===== src/rtl/usb_pkg.sv =====
// Shared USB receive definitions: line states, PID codes, FSM states and
// error codes used by the NRZI front end and the packet decoder.
package usb_pkg;

  typedef enum logic [1:0] {
    LS_J   = 2'd0,
    LS_K   = 2'd1,
    LS_SE0 = 2'd2
  } line_state_t;

  typedef enum logic [3:0] {
    PID_OUT   = 4'b0001,
    PID_IN    = 4'b1001,
    PID_SETUP = 4'b1101,
    PID_DATA0 = 4'b0011,
    PID_DATA1 = 4'b1011,
    PID_ACK   = 4'b0010,
    PID_NAK   = 4'b1010,
    PID_STALL = 4'b1110
  } pid_t;

  typedef enum logic [2:0] {
    ST_IDLE     = 3'd0,
    ST_SYNC     = 3'd1,
    ST_PID      = 3'd2,
    ST_DATA     = 3'd3,
    ST_EOP_WAIT = 3'd4,
    ST_ABORT    = 3'd5
  } rx_state_t;

  localparam logic [1:0] ERR_STUFF   = 2'd0;
  localparam logic [1:0] ERR_PID     = 2'd1;
  localparam logic [1:0] ERR_PARTIAL = 2'd2;
  localparam logic [1:0] ERR_OVERLEN = 2'd3;

  // Both lines high is electrically invalid; it is folded into SE0.
  function automatic line_state_t decode_line(input logic dp, input logic dm);
    if (dp && !dm)      return LS_J;
    else if (!dp && dm) return LS_K;
    else                return LS_SE0;
  endfunction

endpackage


===== src/rtl/usb_nrzi_unstuff.sv =====
// NRZI decoder with bit unstuffing. Outputs are combinational on the current
// line sample; the FSM registers anything it derives from them.
module usb_nrzi_unstuff
  import usb_pkg::*;
(
  input  logic clk,
  input  logic rst,
  input  logic i_dp,
  input  logic i_dm,
  input  logic i_active,
  output logic o_bit,
  output logic o_bit_valid,
  output logic o_stuff_err,
  output logic o_se0
);

  line_state_t w_ls;
  logic        w_is_k;
  logic        w_slot;
  logic        r_prev_k;
  logic [2:0]  r_ones;

  assign w_ls        = decode_line(i_dp, i_dm);
  assign w_is_k      = (w_ls == LS_K);
  assign o_se0       = (w_ls == LS_SE0);
  assign o_bit       = (w_is_k == r_prev_k);
  assign w_slot      = (r_ones == 3'd6);
  // The bit after six ones is either a stuffed zero to drop or a violation.
  assign o_bit_valid = !o_se0 && !w_slot;
  assign o_stuff_err = !o_se0 && w_slot && o_bit;

  always_ff @(posedge clk or posedge rst) begin
    if (rst) begin
      r_prev_k <= 1'b0;
      r_ones   <= 3'd0;
    end else begin
      if (!o_se0) r_prev_k <= w_is_k;
      if (!i_active) begin
        r_ones <= 3'd0;
      end else if (!o_se0) begin
        if (w_slot || !o_bit) r_ones <= 3'd0;
        else                  r_ones <= r_ones + 3'd1;
      end
    end
  end

endmodule


===== src/rtl/usb_rx_decoder.sv =====
// USB low-level packet receiver: sync detection, PID check, byte assembly and
// EOP validation. All pulse outputs are registered and mutually exclusive.
module usb_rx_decoder
  import usb_pkg::*;
#(
  parameter int SYNC_BITS      = 8,
  parameter int MAX_DATA_BYTES = 10
) (
  input  logic       clk,
  input  logic       rst,
  input  logic       dp_in,
  input  logic       dm_in,
  input  logic       rx_enable,
  output logic [3:0] pid_out,
  output logic       pid_valid,
  output logic [7:0] byte_out,
  output logic       byte_valid,
  output logic       eop,
  output logic       err,
  output logic [1:0] err_code,
  output logic       busy,
  output logic [2:0] dbg_state
);

  localparam int SW = $clog2(SYNC_BITS) + 1;
  localparam int BW = $clog2(MAX_DATA_BYTES + 1) + 1;

  rx_state_t   r_state;
  logic [SW-1:0] r_sync_cnt;
  logic [BW-1:0] r_byte_cnt;
  logic [2:0]  r_bit_cnt;
  logic [7:0]  r_shift;
  logic [1:0]  r_se0_cnt;
  logic        r_err_seen;
  logic        w_bit, w_bit_valid, w_stuff_err, w_se0;
  logic        w_line_j, w_line_k, w_sync_last;
  logic [7:0]  w_shift_next;
  line_state_t w_ls;

  usb_nrzi_unstuff u_nrzi (
    .clk         (clk),
    .rst         (rst),
    .i_dp        (dp_in),
    .i_dm        (dm_in),
    .i_active    (busy),
    .o_bit       (w_bit),
    .o_bit_valid (w_bit_valid),
    .o_stuff_err (w_stuff_err),
    .o_se0       (w_se0)
  );

  assign w_ls         = decode_line(dp_in, dm_in);
  assign w_line_j     = (w_ls == LS_J);
  assign w_line_k     = (w_ls == LS_K);
  assign w_shift_next = {w_bit, r_shift[7:1]};
  assign w_sync_last  = (r_sync_cnt == SW'(SYNC_BITS - 1));
  assign busy         = (r_state != ST_IDLE);
  assign dbg_state    = r_state;

  always_ff @(posedge clk or posedge rst) begin
    if (rst) begin
      r_state    <= ST_IDLE;
      r_sync_cnt <= '0;
      r_byte_cnt <= '0;
      r_bit_cnt  <= 3'd0;
      r_shift    <= 8'd0;
      r_se0_cnt  <= 2'd0;
      r_err_seen <= 1'b0;
      pid_out    <= 4'd0;
      pid_valid  <= 1'b0;
      byte_out   <= 8'd0;
      byte_valid <= 1'b0;
      eop        <= 1'b0;
      err        <= 1'b0;
      err_code   <= 2'd0;
    end else begin
      pid_valid  <= 1'b0;
      byte_valid <= 1'b0;
      eop        <= 1'b0;
      err        <= 1'b0;
      case (r_state)
        ST_IDLE: begin
          // The first K is itself the leading zero of the sync field.
          if (rx_enable && w_line_k) begin
            r_state    <= ST_SYNC;
            r_sync_cnt <= SW'(1);
            r_err_seen <= 1'b0;
          end
        end
        ST_SYNC: begin
          if (w_se0 || w_stuff_err) begin
            r_state <= ST_IDLE;
          end else if (w_bit_valid) begin
            if (w_bit != w_sync_last) begin
              r_state <= ST_IDLE;
            end else if (w_sync_last) begin
              r_state   <= ST_PID;
              r_bit_cnt <= 3'd0;
            end else begin
              r_sync_cnt <= r_sync_cnt + SW'(1);
            end
          end
        end
        ST_PID: begin
          if (w_se0) begin
            err        <= 1'b1;
            err_code   <= ERR_PARTIAL;
            r_err_seen <= 1'b1;
            r_se0_cnt  <= 2'd1;
            r_state    <= ST_EOP_WAIT;
          end else if (w_stuff_err) begin
            err       <= 1'b1;
            err_code  <= ERR_STUFF;
            r_se0_cnt <= 2'd0;
            r_state   <= ST_ABORT;
          end else if (w_bit_valid) begin
            r_shift   <= w_shift_next;
            r_bit_cnt <= r_bit_cnt + 3'd1;
            if (r_bit_cnt == 3'd7) begin
              if (w_shift_next[3:0] == ~w_shift_next[7:4]) begin
                pid_out    <= w_shift_next[3:0];
                pid_valid  <= 1'b1;
                r_byte_cnt <= '0;
                r_state    <= ST_DATA;
              end else begin
                err       <= 1'b1;
                err_code  <= ERR_PID;
                r_se0_cnt <= 2'd0;
                r_state   <= ST_ABORT;
              end
            end
          end
        end
        ST_DATA: begin
          if (w_se0) begin
            if (r_bit_cnt != 3'd0) begin
              err        <= 1'b1;
              err_code   <= ERR_PARTIAL;
              r_err_seen <= 1'b1;
            end
            r_se0_cnt <= 2'd1;
            r_state   <= ST_EOP_WAIT;
          end else if (w_stuff_err) begin
            err       <= 1'b1;
            err_code  <= ERR_STUFF;
            r_se0_cnt <= 2'd0;
            r_state   <= ST_ABORT;
          end else if (w_bit_valid) begin
            r_shift   <= w_shift_next;
            r_bit_cnt <= r_bit_cnt + 3'd1;
            if (r_bit_cnt == 3'd7) begin
              if (r_byte_cnt == BW'(MAX_DATA_BYTES)) begin
                err       <= 1'b1;
                err_code  <= ERR_OVERLEN;
                r_se0_cnt <= 2'd0;
                r_state   <= ST_ABORT;
              end else begin
                byte_out   <= w_shift_next;
                byte_valid <= 1'b1;
                r_byte_cnt <= r_byte_cnt + BW'(1);
              end
            end
          end
        end
        ST_EOP_WAIT: begin
          if (w_se0) begin
            if (r_se0_cnt != 2'd3) r_se0_cnt <= r_se0_cnt + 2'd1;
          end else begin
            if (w_line_j && r_se0_cnt == 2'd2 && !r_err_seen) eop <= 1'b1;
            r_se0_cnt <= 2'd0;
            r_state   <= w_line_j ? ST_IDLE : ST_ABORT;
          end
        end
        ST_ABORT: begin
          if (w_se0) begin
            r_se0_cnt <= 2'd1;
          end else if (r_se0_cnt != 2'd0) begin
            r_se0_cnt <= 2'd0;
            if (w_line_j) r_state <= ST_IDLE;
          end
        end
        default: r_state <= ST_IDLE;
      endcase
    end
  end

endmodule


===== config.mk =====
export PLATFORM = sky130hd
export DESIGN_NAME = usb_rx_decoder
export DESIGN_NICKNAME = d
export VERILOG_FILES = /design/src/rtl/usb_pkg.sv /design/src/rtl/usb_nrzi_unstuff.sv /design/src/rtl/usb_rx_decoder.sv
export SDC_FILE = /design/constraint.sdc
export NUM_CORES = 1
export LEC_CHECK = 0
export ABC_AREA = 1
export CAP_MARGIN = 20
export CORE_MARGIN = 3
export CORE_UTILIZATION = 50
export DETAILED_ROUTE_END_ITERATION = 10
export PLACE_DENSITY = 0.71
export SYNTH_ARGS = -nofsm -noshare
export SYNTH_HDL_FRONTEND = slang
export SYNTH_SLANG_ARGS = --single-unit

===== constraint.sdc =====
create_clock -name clk -period 2.8 [get_ports clk]
set_input_delay 0.7 -clock clk [delete_from_list [all_inputs] [get_ports clk]]
set_output_delay 0.7 -clock clk [all_outputs]
set_load 0.1 [all_outputs]

==> impl_metrics.py <==
metrics = {
    "run_status": {
        "run_status": "complete, no violations",
    },
    "route": {
        "via_count": 2321,
        "wl_per_cell_um": 12.6,
        "initialDrtViolationCount": 204,
        "drc": 0,
        "drt-pass1-iter-count": 4,
        "postRouteAntennaNets": 0,
        "routed_wirelength_um": 5840,
        "drt-vias-per-instance": 5.00,
    },
    "die": {
        "die_h_um": 79.9,
        "floorplan.die_area_um2": 6380,
        "core_region_area_um2": 5200,
        "placement_rows": 26,
        "dieWidth_um": 79.9,
        "pin_count": 27,
        "starting_density_pct": 52.4,
    },
    "global_routing": {
        "first_global_vias": 2202,
        "grt_first_pass_wirelength_um": 10100,
        "overall_routing_resource_usage_pct": 20.2,
        "grt_max_degree": 48,
        "grt_remaining_overflow": 0,
        "antenna_violations_before_repair": 0,
    },
    "synthesis": {
        "asyncSetResetFlopFracSynth_pct": 100,
        "yosysWarnings": 0,
        "number_of_synthesized_flops_with_an_enable_pin": 0,
        "yosysMostFrequentCell": "sky130_fd_sc_hd__nand2_1",
        "top_cells_by_area_synth": "sky130_fd_sc_hd__dfrtp_1, sky130_fd_sc_hd__nand2_1, sky130_fd_sc_hd__inv_1, sky130_fd_sc_hd__ha_1, sky130_fd_sc_hd__nor2_1",
        "synth_area_um2": 2730,
        "synth_instances": 358,
        "synth_top_area_share_pct": 43.1,
        "synth_largest_area_cell": "sky130_fd_sc_hd__dfrtp_1",
        "synth.lib_cells_used.distinct": 28,
        "syn_area_per_cell_um2": 7.62,
        "synth_seq_cells": 47,
        "synth_commonest_cells": "sky130_fd_sc_hd__nand2_1, sky130_fd_sc_hd__dfrtp_1, sky130_fd_sc_hd__inv_1, sky130_fd_sc_hd__nor2_1, sky130_fd_sc_hd__o21ai_0",
        "sequential_element_share_of_the_synthesized_area_pct": 43.1,
        "synthesis.nets": 376,
        "synth_ff_type": "sky130_fd_sc_hd__dfrtp_1",
    },
    "hold_path": {
        "holdCritPathClass": "flop to flop",
        "worst_hold_path_startpoint": "r_err_seen$_DFFE_PP0P_",
        "count_of_cells_along_the_worst_hold_path": 1,
    },
    "timing": {
        "fmax_mhz": 404,
        "rsz0062_at_grt": "false",
        "final_hold_viol_count": 0,
        "max_slew.worst_pin.slew_ns": 0.591,
        "clock-skew-final_ns": 0.00796,
        "slew_headroom_pct": 60.6,
        "maxSlewViolCount": 0,
        "fin_crit_ns": 2.48,
        "final.setup.tns_ns": 0,
        "finalSetupViolCount": 0,
        "timing.final.crit_share_pct": 88.5,
        "hold_slack_ns": 0.459,
    },
    "finish": {
        "n_antenna_cell": 0,
        "finish.net_count": 411,
        "design_area_um2": 3130,
        "area.growth.synth_to_final_pct": 14.8,
        "final_layout_size_suffix_gt1_share_pct": 19.0,
        "layoutNonFillerInstCount": 464,
    },
    "critical_path": {
        "timing.critical_path.required_ns": 3.00,
        "worstReg2RegEnd": "r_sync_cnt[2]$_DFFE_PP0P_",
        "crit_start": "dp_in",
        "worstPathCellList": "clkdlybuf4s50_1 > inv_1 > ha_1 > inv_2 > nand2_2 > inv_2 > nand2_1 > o21ai_1 > nand2_1 > nand2_2 > nand3_1 > nand2_1 > nand2_1",
        "crit_end": "r_sync_cnt[2]$_DFFE_PP0P_",
        "worst_path_most_repeated_cell": "sky130_fd_sc_hd__nand2_1",
        "critPathSlowestCell": "sky130_fd_sc_hd__clkdlybuf4s50_1",
        "critical_path_arrival_ns": 2.68,
        "critical_path_peak_fanout": 9,
        "reg_to_reg_setup_timing_slack_ns": 1.00,
        "timing.critical_path.to_type": "flop",
        "max_stage_delay_ns": 0.48,
        "cp-start-kind": "input port",
        "rr_startpoint": "u_nrzi.r_ones[0]$_DFFE_PP0P_",
        "timing_worst_setup_path_type": "input port to flop",
        "r2r.worst_path.cells": 12,
    },
    "clocking": {
        "clk_transition_reported_paths_ns": 0.09,
        "holdBufCountCts": 0,
        "clock_tree.root_cell": "sky130_fd_sc_hd__clkbuf_8",
        "post_cts_resize_count": 0,
        "cts_buffers": 5,
        "clk_latency_ns": 0.30,
        "cts.repair_timing.setup_buffer_count": 0,
        "cts-htree-levels": 2,
        "clkSinkCount": 47,
        "tritoncts": "yes",
        "cts.path.max_buffers": 2,
    },
    "place": {
        "dpl.cell_count": 456,
        "dpl.hpwl_um": 4420,
        "gp_routability_congestion": 0.859,
        "portbufs": 26,
        "placed_cell_area_um2": 3040,
    },
    "pwr": {
        "worst_ir_drop_vdd_uv": 564,
        "post-layout-total-power_mw": 2.76,
        "power_density_nw_per_um2": 881,
        "power.static_leakage_nw": 1.69,
    },
    "run": {
        "cap_violations": 0,
    },
}
==> stage by stage <==
stage	util [%]	setup WS (ns)
detailed placement	58.4	0.0357
finish	60.1	0.322
global route	60.1	0.110
floorplan	-	0.414
global placement	58.4	0.102
CTS	60.1	0.351
==> sequential cells by signal, indices dropped and copies added, names as in the netlist, 3 cells and up <==
name and count:
r_bit_cnt 3, byte_out 8, pid_out 4, dbg_state 3, u_nrzi.r_ones 3, r_byte_cnt 5, r_shift 7, r_sync_cnt 4
==> cells in the final DEF, fill, tap and decap left out <==
master	instances
sky130_fd_sc_hd__a21oi_1	6
sky130_fd_sc_hd__a21oi_2	2
sky130_fd_sc_hd__buf_4	27
sky130_fd_sc_hd__clkbuf_8	5
sky130_fd_sc_hd__clkdlybuf4s50_1	4
sky130_fd_sc_hd__clkinv_2	1
sky130_fd_sc_hd__clkinv_4	1
sky130_fd_sc_hd__dfrtp_1	47
sky130_fd_sc_hd__ha_1	13
sky130_fd_sc_hd__inv_1	43
sky130_fd_sc_hd__inv_2	8
sky130_fd_sc_hd__inv_6	1
sky130_fd_sc_hd__nand2_1	112
sky130_fd_sc_hd__nand2_2	9
sky130_fd_sc_hd__nand3_1	17
sky130_fd_sc_hd__nand3_2	2
sky130_fd_sc_hd__nand3_4	1
sky130_fd_sc_hd__nand4_1	10
sky130_fd_sc_hd__nand4_2	1
sky130_fd_sc_hd__nor2_1	29
sky130_fd_sc_hd__nor2_2	4
sky130_fd_sc_hd__nor2_4	1
sky130_fd_sc_hd__nor3_1	3
sky130_fd_sc_hd__nor4_1	1
sky130_fd_sc_hd__o21ai_0	19
sky130_fd_sc_hd__o21ai_1	8
sky130_fd_sc_hd__o21ai_2	9
sky130_fd_sc_hd__o22ai_1	1
sky130_fd_sc_hd__o31ai_1	1
sky130_fd_sc_hd__or2_2	3
sky130_fd_sc_hd__xnor2_1	1
sky130_fd_sc_hd__xor2_1	4
==> worst min path at each step <==
| stage | slack, ns | endpoint |
|---|---|---|
| 6_report | 0.46 | eop$_DFF_PP0_ |
| 5_1_grt | 0.48 | eop$_DFF_PP0_ |
| 4_1_cts | 0.47 | eop$_DFF_PP0_ |
| 3_5_place_dp | 0.45 | eop$_DFF_PP0_ |
| 3_3_place_gp | 0.43 | eop$_DFF_PP0_ |
| 2_1_floorplan | 0.41 | eop$_DFF_PP0_ |
==> layer usage <==
metal  share of wire, %  GRT usage [%]  wire length, µm
met1                 49           27.2             2840
met2                 46           33.1             2660
met3                4.9           4.74              285
met4               0.91           5.07               53
met5                  0              0                0
==> power breakdown <==
| part | internal (mW) | leakage, nW | switching, mW | total, mW |
|---|---|---|---|---|
| clock | 0.179 | 0.0485 | 0.246 | 0.426 |
| combinational | 0.356 | 1.02 | 1.01 | 1.36 |
| sequential | 0.825 | 0.628 | 0.145 | 0.969 |
==> kinds of logic (layout without fill, tap and decap cells) <==
logic type	count (synthesis)	after routing	share of synthesized area, %
adder cells (fa/ha/maj)	13	13	5.96
XOR/XNOR	5	5	1.61
AO/OA/AOI/OAI	46	46	10.1
flip-flops	47	47	43.1
buffers and inverters	54	90	7.71
AND/OR/NAND/NOR	193	193	31.5
==> final cells by class <==
class                   count  area (µm²)
well taps                  70        87.6
inverters                  51         191
repair buffers             31         243
multi-input cells         257        1340
clock buffers               5        68.8
fillers                   496        2070
clock inverters             3        22.5
flip-flops and latches     47        1180
==> critical path: cells and delay by family <==
| family | cells | cell delay (ns) |
|---|---|---|
| simple gates | 7 | 0.74 |
| fa+ha+maj | 1 | 0.31 |
| buf+inv | 4 | 0.81 |
| compound gates | 1 | 0.12 |
(Power assumes the default switching activity.)
==> variant 1, RTL diff (same settings) <==
`SYNC_BITS`: 8 -> 4.
--- a/src/rtl/usb_rx_decoder.sv
+++ b/src/rtl/usb_rx_decoder.sv
@@ -5,3 +5,3 @@
 #(
-  parameter int SYNC_BITS      = 8,
+  parameter int SYNC_BITS      = 4,
   parameter int MAX_DATA_BYTES = 10
Formal check against the unedited RTL: not equivalent (Yosys sat finds a counterexample within 10 cycles, from zero or initial values and one cycle with rst high).
==> variant 1 against the unedited design <==
  * Die area is 2.7% lower
  * Synthesized area fell by 2.9%
  * Routed wire length fell by 6.0%
  * Synthesized cell count is 4.5% lower
  * Cell area shrank 2.4%
  * Setup slack got worse by 0.037 ns
  * Non-clock buffer count rose by 1
  * Sequential power decreased by 0.9%
  * Power increased by 5.2%
  * Sequential cell count shrank 1
  * Largest power group unchanged
==> variant 1: results (changes against the unedited design) <==
Yosys
  – Synth Net Count: 361 (-4.0%)
  – Register area share after synthesis: 43.5% (+0.34 points)
  – Largest cells by area after synthesis: dfrtp_1 43%, nand2_1 16%, ha_1 6.6%
  – Commonest cells post-synth: 114 x nand2_1, 46 x dfrtp_1, 31 x nand3_1
  – Synth unique cells: 29 (+3.6%)

Power
  – Worst VDD drop: 927 µV (+64%)
  – Static Leak: 1.60 nW (-5.7%)

Placed design
  – Final RePlAce weighted congestion: 0.821 (-4.3%)
  – Post-DP HPWL: 4200 µm (-5.1%)
  – PortBufs: 26 (unchanged)

GRT
  – Vias in the first global route: 2,124 (-3.5%)
  – Largest net degree at the start of global routing: 21 (-56%)
  – First-pass GRT wire length: 9620 µm (-4.8%)
  – Gr usage total: 19.4% (-0.84 points)

Detailed routing
  – Final wirelength: 5480 µm (-6.0%)
  – DRC viols: 0 (unchanged)
  – Drt pass-1 iters: 4 (unchanged)
  – Initial drt markers: 128 (-37%)
  – Via density: 5.05 (+0.90%)

Run status
  – Outcome: completed

Timing
  – Worst Hold Slack: 0.437 ns (-0.0222 ns)
  – Clock skew: 0.00951 ns (+0.00156 ns)
  – Relative slew slack: 68.8% (+8.2 points)

Min path
  – Hold crit path type: register to register

Setup path
  – Critical Path Start: dp_in
  – Worst-path fanout max: 6 (-3)
  – Logic depth of the worst register-to-register path: 10 (-2)
  – CP Capture Point: r_byte_cnt[4]
  – Critical Path AT: 2.71 ns (+0.03 ns)

Clock tree
  – Htree depth: 2 (unchanged)
  – CTS max path bufs: 2 (unchanged)
  – CTS resizes: 0 (unchanged)
  – Number of post-CTS setup repair buffers: 0 (unchanged)
  – Hold-fix buffers, CTS: 0 (unchanged)

Layout
  – Share of cells above drive strength 1: 16.7% (-2.3 points)
  – N_diodes: 0 (unchanged)
  – Final nets: 395 (-3.9%)
==> variant 1: metal layers <==
metal	vias up	part of all wire [%]	global-route usage, %
li1	1161	-	-
met1	1029	47	26.1
met2	41	46	31.6
met3	10	4.9	3.06
met4	0	1.6	7.34
met5	-	0	0
==> variant 1: critical path, delay by kind of cell <==
| family | cells | cell delay, ns |
|---|---|---|
| adders and majority gates | 1 | 0.24 |
| buffers and inverters | 3 | 0.62 |
| and+or+nand+nor | 8 | 0.91 |
| AOI/OAI and AO/OA | 1 | 0.24 |
==> variant 1: cell type report <==
type                       instances  area [µm²]
fill                             444        1860
multi-input combinational        254        1330
sequential                        46        1150
timing repair buffer              32         263
inverter                          37         139
tap                               67        83.8
clock buffer                       5        68.8
clock inverter                     3        23.8
==> variant 1: how the worst min path moves through the flow <==
| stage | from | end | cells past startpoint |
|---|---|---|---|
| after floorplan | r_err_seen | eop | 1 |
| after global placement | r_err_seen | eop | 1 |
| after detailed placement | r_err_seen | eop | 1 |
| after CTS | r_err_seen | eop | 1 |
| after global routing | r_err_seen | eop | 1 |
| final | r_err_seen | eop | 1 |
==> variant 1: cells by family after synthesis <==
group	Yosys count	synth area share, %
xor gates and xnor gates	3	0.992
and+or+nand+nor	197	33.9
AOI/OAI and AO/OA	40	8.50
adders and majority gates	14	6.61
DFF	46	43.5
buffers and inverters	42	6.52
==> variant 1: power by group <==
group | internal (mW) | switching (mW)
registers | 0.806 | 0.155
logic | 0.439 | 1.08
clock network | 0.179 | 0.244
total | 1.42 | 1.48
==> variant 1: per-stage QoR <==
step	utilization, %	std cells	area [µm²]	setup WS, ns
floorplan	-	342	2650	0.0472
global placement	60.3	436	2960	0.0255
detailed placement	60.3	436	2960	-0.00412
CTS	62.2	444	3050	0.318
global route	62.2	444	3050	0.153
finish	62.2	444	3050	0.285
==> variant 2, RTL diff (same flow settings) <==
Made on the original files. Add an input register stage for `dp_in`, `dm_in` and `rx_enable`; this delays them by one clock.
--- a/src/rtl/usb_rx_decoder.sv
+++ b/src/rtl/usb_rx_decoder.sv
@@ -27,2 +27,12 @@
 
+  logic dp_q;
+  logic dm_q;
+  logic rx_enable_q;
+
+  always_ff @(posedge clk) begin
+    dp_q        <= dp_in;
+    dm_q        <= dm_in;
+    rx_enable_q <= rx_enable;
+  end
+
   rx_state_t   r_state;
@@ -42,4 +52,4 @@
     .rst         (rst),
-    .i_dp        (dp_in),
-    .i_dm        (dm_in),
+    .i_dp        (dp_q),
+    .i_dm        (dm_q),
     .i_active    (busy),
@@ -51,3 +61,3 @@
 
-  assign w_ls         = decode_line(dp_in, dm_in);
+  assign w_ls         = decode_line(dp_q, dm_q);
   assign w_line_j     = (w_ls == LS_J);
@@ -83,3 +93,3 @@
           // The first K is itself the leading zero of the sync field.
-          if (rx_enable && w_line_k) begin
+          if (rx_enable_q && w_line_k) begin
             r_state    <= ST_SYNC;
Check against the original RTL: not equivalent (Yosys sat finds a counterexample within 4 cycles, from zero or initial values and one cycle with rst high).
==> variant 2 against the unedited design <==
  * Critical path depth down 10
  * Power is 3.8% lower
  * Routed wire length shrank 1.6%
  * Cell area grew 3.7%
  * Clock power up 25%
  * Highest routed layer unchanged
  * Combinational power down 15%
  * Setup slack better by 0.22 ns
  * Register-to-register slack got worse by 0.32 ns
  * Sequential cell count is 3 higher
  * Synthesized area up 5.3%
==> variant 2: results (changes against the unedited design) <==
Power
  – Worst VDD drop: 627 µV (+11%)
  – Static Leak: 1.62 nW (-4.0%)

GRT
  – First-pass GRT wire length: 10,100 µm (unchanged)
  – Gr usage total: 19.6% (-0.69 points)
  – Largest net degree at the start of global routing: 48 (unchanged)
  – Vias in the first global route: 2,204 (+0.091%)
  – Antenna violations before repair: 0 (unchanged)

Setup path
  – Critical Path AT: 1.56 ns (-1.12 ns)
  – Worst-path fanout max: 10 (+1)
  – Reg2Reg Setup Slack: 0.68 ns (-0.32 ns)
  – RR Startpoint: dp_q
  – Critical R2R Capture: r_byte_cnt[4]
  – Logic depth of the worst register-to-register path: 10 (-2)
  – Critical Path Start: dbg_state[2]
  – CP Capture Point: busy

Yosys
  – Largest cells by area after synthesis: dfrtp_1 41%, nand2_1 13%, ha_1 5.7%
  – Commonest cells post-synth: 98 x nand2_1, 47 x dfrtp_1, 38 x inv_1
  – Synth unique cells: 33 (+18%)
  – Synth Instances: 354 (-1.1%)
  – Synth Net Count: 372 (-1.1%)
  – Ys flop type: dfrtp_1
  – Asr flop ratio synth: 94.0% (-6.0 points)
  – Register area share after synthesis: 43.0% (-0.088 points)
  – YS warnings: 0 (unchanged)

Detailed routing
  – Via density: 5.07 (+1.3%)
  – Drt pass-1 iters: 4 (unchanged)
  – Initial drt markers: 147 (-28%)
  – Vias: 2,300 (-0.90%)
  – WL/cell: 12.6 µm (+0.54%)

Placed design
  – Final RePlAce weighted congestion: 0.951 (+11%)
  – Dpl ws: 0.701 ns (+0.665 ns)
  – Dpl cells: 446 (-2.2%)
  – Placed Area: 3130 µm² (+3.0%)
  – Post-DP HPWL: 4340 µm (-1.9%)
  – PortBufs: 26 (unchanged)

Timing
  – Clock skew: 0.0103 ns (+0.00238 ns)
  – Final Hold Fails: 0 (unchanged)
  – Final worst-path cycle share: 80.8% (-7.7 points)
  – Worst Max-Slew Pin Slew: 0.579 ns (-0.0120 ns)

Clock tree
  – Number of post-CTS setup repair buffers: 0 (unchanged)
  – Clock slew at reported path FFs: 0.09 ns (about the same)
  – CTS resizes: 0 (unchanged)
  – Htree depth: 2 (unchanged)
  – Clock root cell: clkbuf_8
  – CTS max path bufs: 2 (unchanged)
  – Clock buffer count from CTS: 5 (unchanged)
  – Skew-Pair Late Insertion Delay: 0.31 ns

Layout
  – Share of cells above drive strength 1: 23.2% (+4.1 points)
  – Top Registers: byte_out x8, r_shift x7, r_byte_cnt x5
  – Fillers: 492 (-0.81%)
  – Final nets: 401 (-2.4%)
  – N_diodes: 0 (unchanged)

Run status
  – Outcome: completed

Run
  – Maxcap violations: 0 (unchanged)

Min path
  – Hold crit path type: register to register
==> variant 2: cell count changes after synthesis, moves of 3 or more <==
cell / delta
nor2_1: -15
nand2_1: -14
o21ai_1: +8
inv_1: -6
inv_2: +5
nand3_1: +5
nand2_4: +4
dfxtp_1: +3
nand3_2: +3
nor2_2: +3
nor2_4: +3
o21ai_0: -3
==> variant 2: critical path, cell delays in order, from the launching register on <==
cell and delay (ns):
dfrtp_1 0.65, inv_2 0.14, nand2_2 0.16, buf_4 0.31
==> variant 2: power by group <==
group	internal, mW	leakage, nW	switching [mW]	total [mW]
Combinational	0.318	0.900	0.844	1.16
Clock	0.272	0.0563	0.260	0.532
Sequential	0.822	0.668	0.137	0.959
==> variant 2: area by class of cell <==
type / instances / area [µm²] / area share, %
repair buffers: 27 / 213 / 6.55
clock inverters: 3 / 48.8 / 1.50
clock buffers: 5 / 68.8 / 2.12
flip-flops and latches: 50 / 1240 / 38.1
multi-input cells: 249 / 1410 / 43.3
inverters: 50 / 188 / 5.78
well taps: 70 / 87.6 / 2.70
==> variant 2: cell families (layout without fill, tap and decap cells) <==
kind of cell,Yosys count,in the layout,synth area share (%)
simple gates,183,183,32.1
buf+inv,55,85,8.06
compound gates,50,50,10.3
flops,50,50,43.0
fa+ha+maj,13,13,5.66
xor+xnor,3,3,0.915
==> variant 2: how the worst min path moves through the flow <==
| stage | slack (ns) | end | cells after the start | start |
|---|---|---|---|---|
| after detailed placement | 0.46 | err_code[0] | 2 | err_code[0] |
| after global placement | 0.46 | err_code[0] | 2 | err_code[0] |
| final | 0.49 | err_code[0] | 2 | err_code[0] |
| after floorplan | 0.45 | r_err_seen | 2 | r_err_seen |
| after global routing | 0.51 | byte_out[5] | 2 | byte_out[5] |
| after CTS | 0.49 | err_code[0] | 2 | err_code[0] |
==> variant 2: per-layer routing <==
metal	GRT usage, %	routed length (µm)	vias up	part of all wire, %
met5	0	0	-	0
li1	-	-	1192	-
met2	31.4	2600	56	45
met3	3.84	324	9	5.6
met1	26.5	2720	1043	47
met4	6.31	97	0	1.7
